### config.mk
export PLATFORM = sky130hd
export DESIGN_NAME = axi_wr_slave
export DESIGN_NICKNAME = d
export VERILOG_FILES = /design/src/rtl/axi_wr_pkg.sv /design/src/rtl/axi_wr_beat_gen.sv /design/src/rtl/axi_wr_slave.sv
export SDC_FILE = /design/constraint.sdc
export NUM_CORES = 1
export LEC_CHECK = 0
export ABC_AREA = 1
export CORE_MARGIN = 2
export CORE_UTILIZATION = 25
export CTS_BUF_LIST = sky130_fd_sc_hd__clkbuf_4
export CTS_CLUSTER_SIZE = 40
export DETAILED_ROUTE_END_ITERATION = 8
export SLEW_MARGIN = 20
export SYNTH_ARGS = -nofsm -noshare
export SYNTH_HDL_FRONTEND = slang
export SYNTH_SLANG_ARGS = --single-unit
### constraint.sdc
create_clock -name ACLK -period 3.37 [get_ports ACLK]
set_input_delay 0.8425 -clock ACLK [delete_from_list [all_inputs] [get_ports ACLK]]
set_output_delay 0.8425 -clock ACLK [all_outputs]
set_load 0.005 [all_outputs]
### src/rtl/axi_wr_pkg.sv
// Shared types and constants for the AXI write responder, plus the AXI bus width macros.
// The optional macro AXI_WR_RANGE_CHECK_EN (see axi_wr_slave) is not referenced here.
`ifndef AXI_IDS_BITS
`define AXI_IDS_BITS 8
`endif
`ifndef AXI_ADDR_BITS
`define AXI_ADDR_BITS 32
`endif
`ifndef AXI_LEN_BITS
`define AXI_LEN_BITS 4
`endif
`ifndef AXI_SIZE_BITS
`define AXI_SIZE_BITS 3
`endif
`ifndef AXI_DATA_BITS
`define AXI_DATA_BITS 32
`endif
`ifndef AXI_STRB_BITS
`define AXI_STRB_BITS 4
`endif

package axi_wr_pkg;
    typedef enum logic [1:0] {
        IDLE = 2'd0,
        DATA = 2'd1,
        RESP = 2'd2
    } state_t;

    localparam logic [1:0] BRESP_OKAY   = 2'b00;
    localparam logic [1:0] BRESP_SLVERR = 2'b10;

    localparam logic [1:0] BURST_FIXED = 2'b00;
    localparam logic [1:0] BURST_INCR  = 2'b01;
    localparam logic [1:0] BURST_WRAP  = 2'b10;
endpackage

### src/rtl/axi_wr_beat_gen.sv
// Beat bookkeeping for one write burst: beat counter, last-beat compare and the
// running byte address (WRAP and reserved burst codes advance like INCR).
module axi_wr_beat_gen
    import axi_wr_pkg::*;
#(
    parameter int ADDR_W = 32,
    parameter int LEN_W  = 4
) (
    input  logic              clk,
    input  logic              rst_n,
    input  logic              load,
    input  logic              step,
    input  logic [ADDR_W-1:0] start_addr,
    input  logic [LEN_W-1:0]  len,
    input  logic [1:0]        burst,
    output logic [ADDR_W-1:0] cur_addr,
    output logic              is_last
);
    logic [LEN_W-1:0]  cnt;
    logic [LEN_W-1:0]  len_q;
    logic [1:0]        burst_q;
    logic [ADDR_W-1:0] addr_nxt;

    always_comb begin
        addr_nxt = cur_addr + ADDR_W'(4);
        case (burst_q)
            BURST_FIXED: addr_nxt = cur_addr;
            BURST_INCR,
            BURST_WRAP:  addr_nxt = cur_addr + ADDR_W'(4);
            default:     addr_nxt = cur_addr + ADDR_W'(4);
        endcase
    end

    assign is_last = (cnt == len_q);

    always_ff @(posedge clk) begin
        if (!rst_n) begin
            cnt      <= '0;
            len_q    <= '0;
            burst_q  <= BURST_FIXED;
            cur_addr <= '0;
        end else if (load) begin
            cnt      <= '0;
            len_q    <= len;
            burst_q  <= burst;
            cur_addr <= start_addr;
        end else if (step) begin
            cnt      <= cnt + LEN_W'(1);
            cur_addr <= addr_nxt;
        end
    end
endmodule

### src/rtl/axi_wr_slave.sv
// AXI slave write responder: one AW burst at a time, W beats to an SRAM write port, then B.
// Optional: define AXI_WR_RANGE_CHECK_EN to reject beats whose word index is >= MEM_WORDS.
module axi_wr_slave
    import axi_wr_pkg::*;
#(
    parameter int MEM_ADDR_W = 14,
    parameter int MEM_WORDS  = 16384
) (
    input  logic                       ACLK,
    input  logic                       ARESETn,
    input  logic [`AXI_IDS_BITS-1:0]   AWID,
    input  logic [`AXI_ADDR_BITS-1:0]  AWADDR,
    input  logic [`AXI_LEN_BITS-1:0]   AWLEN,
    input  logic [`AXI_SIZE_BITS-1:0]  AWSIZE,
    input  logic [1:0]                 AWBURST,
    input  logic                       AWVALID,
    output logic                       AWREADY,
    input  logic [`AXI_DATA_BITS-1:0]  WDATA,
    input  logic [`AXI_STRB_BITS-1:0]  WSTRB,
    input  logic                       WLAST,
    input  logic                       WVALID,
    output logic                       WREADY,
    output logic [`AXI_IDS_BITS-1:0]   BID,
    output logic [1:0]                 BRESP,
    output logic                       BVALID,
    input  logic                       BREADY,
    output logic                       mem_we,
    output logic [MEM_ADDR_W-1:0]      mem_addr,
    output logic [`AXI_DATA_BITS-1:0]  mem_wdata,
    output logic [`AXI_STRB_BITS-1:0]  mem_wstrb,
    output state_t                     dbg_state
);
`ifdef AXI_WR_RANGE_CHECK_EN
    localparam bit RANGE_CHECK = 1'b1;
`else
    localparam bit RANGE_CHECK = 1'b0;
`endif

    // Handshake rule on every channel: a transfer happens on a rising edge where
    // VALID and READY are both high; READY/VALID driven here never wait on the peer.
    state_t                    state, state_nxt;
    logic [`AXI_IDS_BITS-1:0]  bid_q;
    logic                      err_q;
    logic                      aw_hs, w_hs, is_last, in_range, beat_err;
    logic [`AXI_ADDR_BITS-1:0] cur_addr;
    logic [MEM_ADDR_W-1:0]     word_idx;
    logic                      unused_bits;

    axi_wr_beat_gen #(
        .ADDR_W (`AXI_ADDR_BITS),
        .LEN_W  (`AXI_LEN_BITS)
    ) u_beat_gen (
        .clk        (ACLK),
        .rst_n      (ARESETn),
        .load       (aw_hs),
        .step       (w_hs),
        .start_addr (AWADDR),
        .len        (AWLEN),
        .burst      (AWBURST),
        .cur_addr   (cur_addr),
        .is_last    (is_last)
    );

    // Ready/valid are gated by reset so nothing handshakes while ARESETn is low.
    assign AWREADY = ARESETn && (state == IDLE);
    assign WREADY  = ARESETn && (state == DATA);
    assign BVALID  = ARESETn && (state == RESP);
    assign aw_hs   = AWVALID && AWREADY;
    assign w_hs    = WVALID && WREADY;

    assign word_idx  = cur_addr[MEM_ADDR_W+1:2];
    assign in_range  = !RANGE_CHECK || (32'(word_idx) < 32'(MEM_WORDS));
    assign beat_err  = (WLAST != is_last) || !in_range;
    assign mem_we    = w_hs && (|WSTRB) && in_range;
    assign mem_addr  = word_idx;
    assign mem_wdata = WDATA;
    assign mem_wstrb = WSTRB;

    assign BID       = bid_q;
    assign BRESP     = err_q ? BRESP_SLVERR : BRESP_OKAY;
    assign dbg_state = state;

    // AWSIZE is ignored (always 4 B) and only the word-index bits of the address reach memory.
    assign unused_bits = ^{AWSIZE, cur_addr[`AXI_ADDR_BITS-1:MEM_ADDR_W+2], cur_addr[1:0]};

    always_comb begin
        state_nxt = state;
        case (state)
            IDLE:    if (aw_hs) state_nxt = DATA;
            DATA:    if (w_hs && is_last) state_nxt = RESP;
            RESP:    if (BREADY) state_nxt = IDLE;
            default: state_nxt = IDLE;
        endcase
    end

    always_ff @(posedge ACLK) begin
        if (!ARESETn) begin
            state <= IDLE;
            bid_q <= '0;
            err_q <= 1'b0;
        end else begin
            state <= state_nxt;
            if (aw_hs) begin
                bid_q <= AWID;
                err_q <= 1'b0;
            end else if (w_hs && beat_err) begin
                err_q <= 1'b1;
            end
        end
    end
endmodule
; ---- Word-level counts from Yosys, hierarchy flattened
; Cells that the tools add are included.
[word_totals]
ff_bits = 53
word_cells = 41
[classes]
add_sub_neg = 2
eq_ne = 8
n_mux = 8
bitwise = 1
n_reduce_logical = 15
[ops]
columns = op, n
row1 = two-way mux 32 bit, 3
row2 = "adder 32 x 3 -> 32 bit, second input constant", 1
row3 = logical AND 1 bit, 8
row4 = two-way mux 2 bit, 4
row5 = "!= test 2 bit, second input constant", 3
row6 = case mux 2 bit (3 select lines), 1
row7 = "adder 4 x 1 -> 4 bit, second input constant", 1
row8 = equality test 4 bit, 1
row9 = zero test 2 bit, 2
row10 = OR reduction 4 bit, 1
row11 = AND reduction 3 bit, 1
row12 = "equality test 2 x 1 -> 1 bit, second input constant", 1
row13 = "equality test 2 bit, second input constant", 1
row14 = "!= test 2 x 1 -> 1 bit, second input constant", 1
row15 = AND reduction 2 bit, 1
row16 = nonzero test 2 bit, 1
row17 = OR reduction 2 bit, 1
row18 = != test 1 bit, 1
row19 = NOT 1 bit, 1

; ---- Logic depth before layout (Yosys ltp)
; Gate-level depths: netlist (run 1).
[depth]
word_depth = 6
depth_mapped = 9
ltp_nobuf = 9

; ---- Modules after synthesis
; From an unflattened synthesis (run 1), not the netlist that was laid out.
[unflattened]
hier_cells = 496
area_unflattened_um2 = 3424.5
[modules_own_cells]
columns = module, n_inst, cells_each, area_each_um2, seq_area_each_um2
row1 = axi_wr_beat_gen, 1, 391, 2633.8, 840.8
row2 = axi_wr_slave, 1, 105, 790.8, 220.2

; ---- Worst setup path after synthesis (run 1)
; Ideal clock, no wire load.
[synth_path]
path_type = input-to-output
start = in ARESETn
end = out WREADY
arrival_time_ns = 1.446
path_slack_ns = 1.082
stages = 4
path_buffers = 2
cell_sequence = buf_2 -> inv_1 -> clkbuf_1 -> nor2_1
[synth_via]
elab_chain_cells = 1
[synth_lines]
columns = item, line
row1 = "start, declared", axi_wr_slave.sv:10  ; input logic ARESETn,
row2 = logical AND 1 bit, axi_wr_slave.sv:66  ; assign WREADY = ARESETn && (state == DATA);
row3 = "end, declared", axi_wr_slave.sv:22  ; output logic WREADY,
; Every way passes these cells.

; ---- Final worst setup path (run 1)
[layout_path]
start = in ARESETn
end = out BVALID
[layout_via]
elab_chain_cells = 1
[layout_lines]
columns = item, line
row1 = logical AND 1 bit, axi_wr_slave.sv:67  ; assign BVALID = ARESETn && (state == RESP);
row2 = "end, declared", axi_wr_slave.sv:25  ; output logic BVALID,
; Every way passes these cells.

==> load_flow_metrics.sql, run 1 <==
INSERT INTO impl_metrics (metric_group, metric, value, unit) VALUES
('route', 'final_antenna_net_count', '0', ''),
('die', 'io_pins', '157', ''),
('clocking', 'cts_post_setup_buffers_inserted', '0', ''),
('pwr', 'netsw', '0.252', 'mW'),
('logic_synthesis', 'cell_taking_the_most_area_after_synthesis', 'sky130_fd_sc_hd__dfxtp_1', ''),
('final_layout', 'layout.filler_cells', '884', ''),
('die', 'starting_utilization_of_the_core_area', '0.260', ''),
('pwr', 'seqPwrFrac', '0.525', ''),
('sta', 'finalCriticalPeriod', '3.09', 'ns'),
('clocking', 'insertion_delay', '0.33', 'ns'),
('clocking', 'postCtsHoldBufs', '0', ''),
('grt', 'grt_antenna_before_repair', '0', ''),
('grt', 'first_global_vias', '1854', ''),
('die', 'row_count', '33', ''),
('pwr', 'power', '0.880', 'mW'),
('logic_synthesis', 'ys_top_cells_by_area', 'sky130_fd_sc_hd__dfxtp_1 33%, sky130_fd_sc_hd__nand2_1 14%, sky130_fd_sc_hd__buf_4 13%', ''),
('grt', 'grtUsageTotal', '0.111', ''),
('final_layout', 'multiInputGateArea', '0.00102', 'mm2'),
('critical_path', 'cp_max_fo', '4', ''),
('route', 'drt-wirelength-per-cell', '11.5', 'um'),
('final_layout', 'antenna-diode-count', '0', ''),
('die', 'die_width', '96.8', 'um'),
('clocking', 'ctsLongestPathBuffers', '2', ''),
('critical_path', 'critPathLaunchType', 'input port', ''),
('die', 'dieHeight', '96.8', 'um'),
('final_layout', 'seq_area', '701', 'um2'),
('pwr', 'pwr_density_cell', '320', 'mW/mm2'),
('logic_synthesis', 'synth_cell_type_count', '32', ''),
('route', 'num_vias', '1926', ''),
('logic_synthesis', 'synth_edf_count', '0', ''),
('logic_synthesis', 'syn_area_per_cell', '6.83', 'um2'),
('pwr', 'comb_power_share', '0.226', ''),
('critical_path', 'critical_path_arrival', '2.25', 'ns'),
('worst_hold_path', 'min-delay-path-class', 'reg -> reg', ''),
('pwr', 'vdd_drop_max', '127', 'uV'),
('logic_synthesis', 'synth_async_sr_flop_share', '0', ''),
('sta', 'final_hold_violating_endpoints', '0', ''),
('pwr', 'p_int', '0.628', 'mW'),
('clocking', 'ctsResizeCount', '0', ''),
('final_layout', 'final_layout_size_suffix_gt1_frac', '0.0655', ''),
('logic_synthesis', 'seq_area_frac_synth', '0.326', ''),
('route', 'drt_pass1_iterations', '4', ''),
('clocking', 'cts-htree-levels', '2', ''),
('grt', 'total_global_routing_overflow', '0', ''),
('critical_path', 'critical_path.cell_chain', 'clkdlybuf4s50_1, inv_1, nor3_1, clkdlybuf4s50_1', ''),
('run_status', 'outcome', 'completed', ''),
('clocking', 'cts_tree', 'yes', ''),
('logic_synthesis', 'synth_area', '0.00215', 'mm2'),
('route', 'first_iter_violations', '101', ''),
('sta', 'report.final.slew_viol_count', '0', ''),
('route', 'vias_per_cell', '4.22', ''),
('clocking', 'clock_root_buffer', 'sky130_fd_sc_hd__clkbuf_4', ''),
('logic_synthesis', 'synth_cells', '315', ''),
('sta', 'fin_skew', '0.0163', 'ns'),
('place', 'dp_hpwl', '4090', 'um'),
('clocking', 'cts_num_sinks', '35', ''),
('sta', 'grt_setup_unrepaired', 'false', ''),
('critical_path', 'endpoint_kind', 'output port', ''),
('place', 'placement.io_buffers', '70', ''),
('sta', 'setup_viol_count_final', '0', ''),
('pwr', 'netSwitchingFraction', '0.286', ''),
('critical_path', 'path_class', 'in -> out', ''),
('logic_synthesis', 'synth.ff_latch_count', '35', ''),
('sta', 'layout_worst_path_cycle_share', '0.917', ''),
('critical_path', 'cp.required', '2.53', 'ns'),
('critical_path', 'maximum_single_stage_delay_on_the_critical_path', '0.59', 'ns'),
('clocking', 'clk_transition_reported_paths', '0.10', 'ns'),
('grt', 'grt_pass1_wl', '8620', 'um'),
('die', 'die_area', '0.00936', 'mm2'),
('final_layout', 'final_nets', '443', ''),
('pwr', 'p_leak', '1.15', 'nW');
final cells by class:
class,count,share of cell area
Multi-Input combinational cell,207,0.371
Tap cell,105,0.0478
Sequential cell,35,0.255
Timing Repair Buffer,77,0.274
Clock inverter,3,0.00546
Clock buffer,5,0.0137
Inverter,24,0.0328
worst paths after layout:
kind / start / to / slack (ns) / cells past startpoint
setup / recovery: ARESETn / BVALID / 0.28 / 4
hold reg to reg: err_q$_SDFFE_PP0P_ / err_q$_SDFFE_PP0P_ / 0.47 / 2
hold / removal: err_q$_SDFFE_PP0P_ / err_q$_SDFFE_PP0P_ / 0.47 / 2
setup reg to reg: u_beat_gen.cur_addr[2]$_SDFFE_PN0P_ / u_beat_gen.cur_addr[10]$_SDFFE_PN0P_ / 1.71 / 9
power groups by stage:
stage	clock network (mW)	registers, mW	logic [mW]
finish	0.219	0.462	0.199
global route	0.246	0.467	0.221
CTS	0.233	0.463	0.202
detailed placement	0	0.472	0.201
global placement	0	0.472	0.200
floorplan	0	0.468	0.126
logic make-up (layout without fill, tap and decap cells):
logic type      after synthesis  count (layout)  share of synthesized area
mux                           2               2                    0.00931
buf+inv                      73             109                      0.200
flops                        35              35                      0.326
fa+ha+maj                     2               2                     0.0116
compound gates               22              22                     0.0599
other cells                   1               1                    0.00174
simple gates                175             175                      0.371
xor+xnor                      5               5                     0.0204
per-stage QoR:
step	worst slack (ns)	instance area, um2	instances	util	hold WS (ns)
after CTS	0.249	2750	456	0.333	0.476
final	0.279	2750	456	0.333	0.473
after detailed placement	0.249	2700	448	0.326	0.459
after floorplan	1.08	2150	315	-	0.430
after global routing	0.179	2750	456	0.333	0.501
after global placement	0.294	2700	448	0.326	0.444
registers in the layout, summed over array words and instances, names as in the netlist:
signal and cells:
BID 8, dbg_state 2, err_q 1, u_beat_gen.burst_q 2
u_beat_gen.cnt 4, u_beat_gen.cur_addr 14, u_beat_gen.len_q 4
worst max-delay path: cells and delay by family:
kind          cells  cell delay (ns)
buf+inv           3             1.24
simple gates      1             0.16
layer usage:
layer,GRT usage,vias up,part of all wire
met4,0.0498,0,0.012
met3,0.0296,4,0.062
met1,0.140,827,0.48
met2,0.178,57,0.45
met5,0,-,0
li1,-,1038,-
cell usage in the layout (no fill, tap or decap), types with 3 or more instances in the layout:
cell type | netlist | routed
sky130_fd_sc_hd__clkdlybuf4s50_1 | 0 | 70
sky130_fd_sc_hd__nand2_1 | 82 | 82
sky130_fd_sc_hd__nand3_1 | 33 | 33
sky130_fd_sc_hd__nand4_1 | 5 | 5
sky130_fd_sc_hd__buf_4 | 38 | 7
sky130_fd_sc_hd__clkbuf_4 | 0 | 5
sky130_fd_sc_hd__xor2_1 | 5 | 5
sky130_fd_sc_hd__nor2_4 | 3 | 3
sky130_fd_sc_hd__nor2_1 | 34 | 34
sky130_fd_sc_hd__a21oi_1 | 9 | 9
sky130_fd_sc_hd__inv_1 | 23 | 23
sky130_fd_sc_hd__o21ai_0 | 7 | 7
sky130_fd_sc_hd__nor3_1 | 8 | 8
sky130_fd_sc_hd__dfxtp_1 | 35 | 35
Power figures use the tool's default switching activity.
==> run 2: changes to the inputs <==
CTS_BUF_LIST = default   (was sky130_fd_sc_hd__clkbuf_4)
DONT_BUFFER_PORTS = 1   (was default)
==> run 2 against run 1 <==
Against the previous run: utilization is 8.5 points lower; setup slack improved by 0.94 ns; maximum frequency up 44%; clock power grew 37%; hold slack lost 0.0057 ns; cell area fell by 25%; largest cell class unchanged; highest routed layer unchanged.
==> load_flow_metrics.sql, run 2 (synthesis gave the netlist of run 1 again) <==
INSERT INTO impl_metrics (metric_group, metric, value, unit) VALUES
('final_layout', 'final_nets', '369', ''),
('die', 'core', '0.00826', 'mm2'),
('critical_path', 'critical_path_arrival', '1.31', 'ns'),
('die', 'starting_utilization_of_the_core_area', '0.260', ''),
('final_layout', 'final_common_cell', 'sky130_fd_sc_hd__nand2_1', ''),
('clocking', 'ctsLongestPathBuffers', '2', ''),
('route', 'drcViolationCount', '0', ''),
('sta', 'layout_worst_path_cycle_share', '0.638', ''),
('grt', 'grt_pass1_wl', '8450', 'um'),
('critical_path', 'critical_path.cell_chain', 'inv_2, nor2_4, nand3_4, nor2_1', ''),
('sta', 'fmax', '465', 'MHz'),
('pwr', 'p_leak', '0.889', 'nW'),
('final_layout', 'max_flop_register', 'u_beat_gen.cur_addr', ''),
('worst_hold_path', 'min-delay-path-class', 'reg -> reg', ''),
('clocking', 'ctsResizeCount', '0', ''),
('clocking', 'cts_post_setup_buffers_inserted', '0', ''),
('grt', 'grt_antenna_before_repair', '0', ''),
('critical_path', 'worst_path_max_delay_cell', 'sky130_fd_sc_hd__dfxtp_1', ''),
('die', 'die_area', '0.00936', 'mm2'),
('clocking', 'cts-htree-levels', '2', ''),
('clocking', 'insertion_delay', '0.28', 'ns'),
('grt', 'total_global_routing_overflow', '0', ''),
('sta', 'report.final.slew_viol_count', '0', ''),
('place', 'placement.io_buffers', '0', ''),
('sta', 'final_hold_violating_endpoints', '0', ''),
('route', 'first_iter_violations', '74', ''),
('critical_path', 'critPathLaunchType', 'register', ''),
('critical_path', 'cp.required', '2.53', 'ns'),
('final_layout', 'area.growth.synth_to_final', '-4.77', '%'),
('grt', 'grt_max_degree', '26', ''),
('critical_path', 'maximum_single_stage_delay_on_the_critical_path', '0.45', 'ns'),
('die', 'io_pins', '157', ''),
('clocking', 'tritoncts.num_buffers', '5', ''),
('run', 'max_cap_violations', '0', ''),
('pwr', 'vdd_drop_max', '158', 'uV'),
('pwr', 'pwr_density_cell', '424', 'mW/mm2'),
('place', 'finalWeightedCongestion', '0.861', ''),
('clocking', 'clk_transition_reported_paths', '0.07', 'ns'),
('final_layout', 'final_layout_size_suffix_gt1_frac', '0.0758', ''),
('pwr', 'power', '0.868', 'mW'),
('route', 'final_antenna_net_count', '0', ''),
('clocking', 'cts_num_sinks', '35', ''),
('sta', 'grt_setup_unrepaired', 'false', ''),
('run_status', 'outcome', 'completed', ''),
('place', 'dp_hpwl', '3710', 'um'),
('final_layout', 'most_used_cells_in_the_layout_excluding_fill_and_tap_cells', '82 x sky130_fd_sc_hd__nand2_1, 35 x sky130_fd_sc_hd__dfxtp_1, 34 x sky130_fd_sc_hd__nor2_1', ''),
('route', 'drt_pass1_iterations', '4', ''),
('critical_path', 'cp_max_fo', '10', ''),
('clocking', 'clock_root_buffer', 'sky130_fd_sc_hd__clkbuf_8', ''),
('final_layout', 'antenna-diode-count', '0', ''),
('clocking', 'cts_tree', 'yes', ''),
('sta', 'finalCriticalPeriod', '2.15', 'ns'),
('critical_path', 'endpoint_kind', 'output port', ''),
('die', 'dieHeight', '96.8', 'um'),
('sta', 'fin_skew', '0.00470', 'ns'),
('sta', 'setup_viol_count_final', '0', ''),
('route', 'drt-wirelength-per-cell', '13.0', 'um'),
('critical_path', 'path_class', 'reg -> out', ''),
('sta', 'final.setup.tns', '0', 'ns'),
('die', 'die_width', '96.8', 'um'),
('final_layout', 'largest_reg_flops', '14', ''),
('clocking', 'postCtsHoldBufs', '0', ''),
('grt', 'first_global_vias', '1768', ''),
('route', 'vias_per_cell', '4.57', ''),
('die', 'row_count', '33', ''),
('critical_path', 'worst_path_top_cell_family_by_delay', 'simple AND/OR/NAND/NOR gates', ''),
('route', 'route.final.wire_length', '4980', 'um'),
('critical_path', 'wp_buf_inv', '1', ''),
('route', 'num_vias', '1747', ''),
('final_layout', 'layout.filler_cells', '936', ''),
('grt', 'grtUsageTotal', '0.111', '');
==> run 2: changes by cell type in the layout (fill, tap and decap cells not counted), sizes merged <==
cell	delta
clkinvlp	-1
clkdlybuf4s50	-70
buf	-4
clkinv	+1
==> run 2: worst min-delay path: stages, from the launching register on <==
cell                      delay [ns]
sky130_fd_sc_hd__dfxtp_1        0.31
sky130_fd_sc_hd__nand3_1        0.07
sky130_fd_sc_hd__nand2_1        0.04
==> run 2: area by class of cell <==
class / instances / area (um2) / area share
timing repair buffer: 3 / 22.5 / 0.0110
clock buffer: 5 / 68.8 / 0.0336
sequential: 35 / 701 / 0.342
clock inverter: 3 / 15.0 / 0.00733
tap: 105 / 131 / 0.0641
multi-input combinational: 207 / 1020 / 0.498
inverter: 24 / 90.1 / 0.0440
==> run 2: metal layers <==
metal  up-vias  track usage  wire length [um]
met5         -            0                 0
met4         0       0.0509               106
met3         6       0.0426               472
met2        77        0.176              2150
met1       776        0.133              2250
li1        888            -                 -
==> run 2: metrics by stage <==
| step | std cells | setup slack (ns) | cell area, um2 | hold slack [ns] | utilization |
|---|---|---|---|---|---|
| after global placement | 374 | 1.27 | 1960 | 0.454 | 0.238 |
| after detailed placement | 374 | 1.27 | 1960 | 0.459 | 0.238 |
| after floorplan | 315 | 1.08 | 2150 | 0.430 | - |
| after global routing | 382 | 1.09 | 2050 | 0.493 | 0.248 |
| after CTS | 382 | 1.19 | 2050 | 0.471 | 0.248 |
| final | 382 | 1.22 | 2050 | 0.467 | 0.248 |
==> run 2: final timing paths <==
kind	cells after the start	start	end	slack, ns
worst max-delay path	4	dbg_state[0]$_SDFFE_PN0P_	mem_we	1.22
worst min-delay path	2	u_beat_gen.burst_q[0]$_SDFFE_PN0N_	u_beat_gen.burst_q[0]$_SDFFE_PN0N_	0.47
worst max register to register	8	dbg_state[1]$_SDFFE_PN0P_	u_beat_gen.cur_addr[14]$_SDFFE_PN0P_	1.63
worst min register to register	2	u_beat_gen.burst_q[0]$_SDFFE_PN0N_	u_beat_gen.burst_q[0]$_SDFFE_PN0N_	0.47
==> run 2: where the power goes <==
group / total [mW] / switching, mW / internal (mW)
Clock: 0.299 / 0.158 / 0.142
Sequential: 0.467 / 0.0277 / 0.439
Combinational: 0.102 / 0.0654 / 0.0365
==> run 3: changes to the inputs <==
clock period = 2 ns   (was 3.37 ns; I/O delays follow)
==> run 3 against run 2 <==
Against the previous run: first-iteration DRC count is 1.4% higher; sequential share of layout area is 0.43 points lower; flip-flop and latch count stayed put; non-clock buffer count is 1 lower; die area stayed put.
==> load_flow_metrics.sql, run 3 (synthesis gave the netlist of run 1 again) <==
INSERT INTO impl_metrics (metric_group, metric, value, unit) VALUES
('critical_path', 'cp_max_fo', '10', ''),
('final_layout', 'area.growth.synth_to_final', '-3.55', '%'),
('sta', 'final_hold_violating_endpoints', '0', ''),
('pwr', 'power', '1.64', 'mW'),
('clocking', 'tritoncts.num_buffers', '5', ''),
('critical_path', 'cp.required', '1.50', 'ns'),
('run_status', 'outcome', 'completed', ''),
('route', 'route.final.wire_length', '5070', 'um'),
('die', 'row_count', '33', ''),
('place', 'place.detailed.instances', '373', ''),
('route', 'vias_per_cell', '4.53', ''),
('clocking', 'ctsLongestPathBuffers', '2', ''),
('worst_hold_path', 'hold_path.startpoint', 'AWID[7]', ''),
('grt', 'first_global_vias', '1665', ''),
('sta', 'final.setup.tns', '0', 'ns'),
('final_layout', 'most_used_cells_in_the_layout_excluding_fill_and_tap_cells', '82 x sky130_fd_sc_hd__nand2_1, 35 x sky130_fd_sc_hd__dfxtp_1, 34 x sky130_fd_sc_hd__nor2_1', ''),
('die', 'core', '0.00826', 'mm2'),
('route', 'first_iter_violations', '75', ''),
('grt', 'grt_max_degree', '39', ''),
('critical_path', 'worst_r2r_startpoint', 'u_beat_gen.cur_addr[2]$_SDFFE_PN0P_', ''),
('critical_path', 'path_class', 'reg -> out', ''),
('final_layout', 'final_layout_size_suffix_gt1_frac', '0.0725', ''),
('route', 'drt-wirelength-per-cell', '13.3', 'um'),
('critical_path', 'timing.critical_path.from', 'dbg_state[0]$_SDFFE_PN0P_', ''),
('clocking', 'insertion_delay', '0.29', 'ns'),
('clocking', 'cts_tree', 'yes', ''),
('critical_path', 'worst_path_top_cell_family_by_delay', 'simple AND/OR/NAND/NOR gates', ''),
('route', 'drt_pass1_iterations', '4', ''),
('final_layout', 'final_nets', '368', ''),
('clocking', 'postCtsHoldBufs', '0', ''),
('route', 'num_vias', '1726', ''),
('final_layout', 'design_area', '0.00207', 'mm2'),
('place', 'post_dp_cell_area', '0.00196', 'mm2'),
('critical_path', 'critical_path_arrival', '1.30', 'ns'),
('run', 'max_cap_violations', '0', ''),
('route', 'final_antenna_net_count', '0', ''),
('final_layout', 'largest_reg_flops', '14', ''),
('clocking', 'clk_transition_reported_paths', '0.08', 'ns'),
('final_layout', 'post-route-util', '0.251', ''),
('pwr', 'vdd_drop_max', '250', 'uV'),
('critical_path', 'endpoint_kind', 'output port', ''),
('clocking', 'cts_post_setup_buffers_inserted', '0', ''),
('grt', 'grtUsageTotal', '0.111', ''),
('die', 'die_width', '96.8', 'um'),
('sta', 'finalCriticalPeriod', '1.80', 'ns'),
('die', 'io_pins', '157', ''),
('pwr', 'p_leak', '0.898', 'nW'),
('critical_path', 'wp_buf_inv', '1', ''),
('worst_hold_path', 'min-delay-path-class', 'in -> reg', ''),
('sta', 'setup_viol_count_final', '0', ''),
('clocking', 'clock_root_buffer', 'sky130_fd_sc_hd__clkbuf_8', ''),
('final_layout', 'final_common_cell', 'sky130_fd_sc_hd__nand2_1', ''),
('sta', 'fin_skew', '0.00838', 'ns'),
('sta', 'layout_worst_path_cycle_share', '0.898', ''),
('final_layout', 'max_flop_register', 'u_beat_gen.cur_addr', ''),
('die', 'die_area', '0.00936', 'mm2'),
('sta', 'report.final.slew_viol_count', '0', ''),
('place', 'finalWeightedCongestion', '0.832', ''),
('grt', 'grt_antenna_before_repair', '0', ''),
('final_layout', 'final_cell_count_no_fill', '381', ''),
('final_layout', 'antenna-diode-count', '0', ''),
('place', 'dp_hpwl', '3740', 'um'),
('grt', 'total_global_routing_overflow', '0', ''),
('final_layout', 'layout.filler_cells', '936', ''),
('sta', 'grt_setup_unrepaired', 'false', ''),
('die', 'dieHeight', '96.8', 'um'),
('clocking', 'cts-htree-levels', '2', ''),
('clocking', 'ctsResizeCount', '0', ''),
('clocking', 'cts_num_sinks', '35', ''),
('critical_path', 'worst_path_max_delay_cell', 'sky130_fd_sc_hd__dfxtp_1', ''),
('pwr', 'pwr_density_cell', '789', 'mW/mm2'),
('critical_path', 'critical_path.cell_chain', 'inv_2, nor2_4, nand3_4, nor2_1', ''),
('route', 'drcViolationCount', '0', ''),
('sta', 'fmax', '557', 'MHz'),
('critical_path', 'critPathLaunchType', 'register', ''),
('place', 'placement.io_buffers', '0', ''),
('critical_path', 'maximum_single_stage_delay_on_the_critical_path', '0.45', 'ns'),
('grt', 'grt_pass1_wl', '8470', 'um'),
('die', 'starting_utilization_of_the_core_area', '0.260', '');
-- run 3: power breakdown --
| part | total (mW) | switching [mW] | internal [mW] |
|---|---|---|---|
| sequential | 0.786 | 0.0466 | 0.740 |
| combinational | 0.170 | 0.111 | 0.0598 |
| clock | 0.679 | 0.276 | 0.404 |
| total | 1.64 | 0.433 | 1.20 |
-- run 3: stage by stage --
step	hold WS, ns	setup slack [ns]
global route	0.312	0.102
global placement	0.453	0.318
CTS	0.301	0.169
floorplan	0.430	0.397
detailed placement	0.463	0.307
finish	0.317	0.204
-- run 3: final timing paths --
check / endpoint / slack, ns / cells past startpoint
worst max-delay path: mem_we / 0.20 / 4
worst min-delay path: BID[7]$_SDFFE_PN0N_ / 0.32 / 2
worst max register to register: u_beat_gen.cur_addr[10]$_SDFFE_PN0P_ / 0.31 / 9
worst min register to register: u_beat_gen.burst_q[0]$_SDFFE_PN0N_ / 0.47 / 2
-- run 3: area by class of cell --
class	instances	area, um2	area share
Timing Repair Buffer	2	15.0	0.00724
Multi-Input combinational cell	207	1020	0.492
Clock inverter	2	35.0	0.0169
Tap cell	105	131	0.0633
Inverter	24	90.1	0.0434
Sequential cell	35	701	0.338
Clock buffer	6	82.6	0.0398
-- run 3: routing by layer --
| metal | global-route usage | routed length, um |
|---|---|---|
| met4 | 0.0433 | 63 |
| met2 | 0.167 | 2190 |
| met5 | 0 | 0 |
| met1 | 0.147 | 2390 |
| met3 | 0.0383 | 414 |
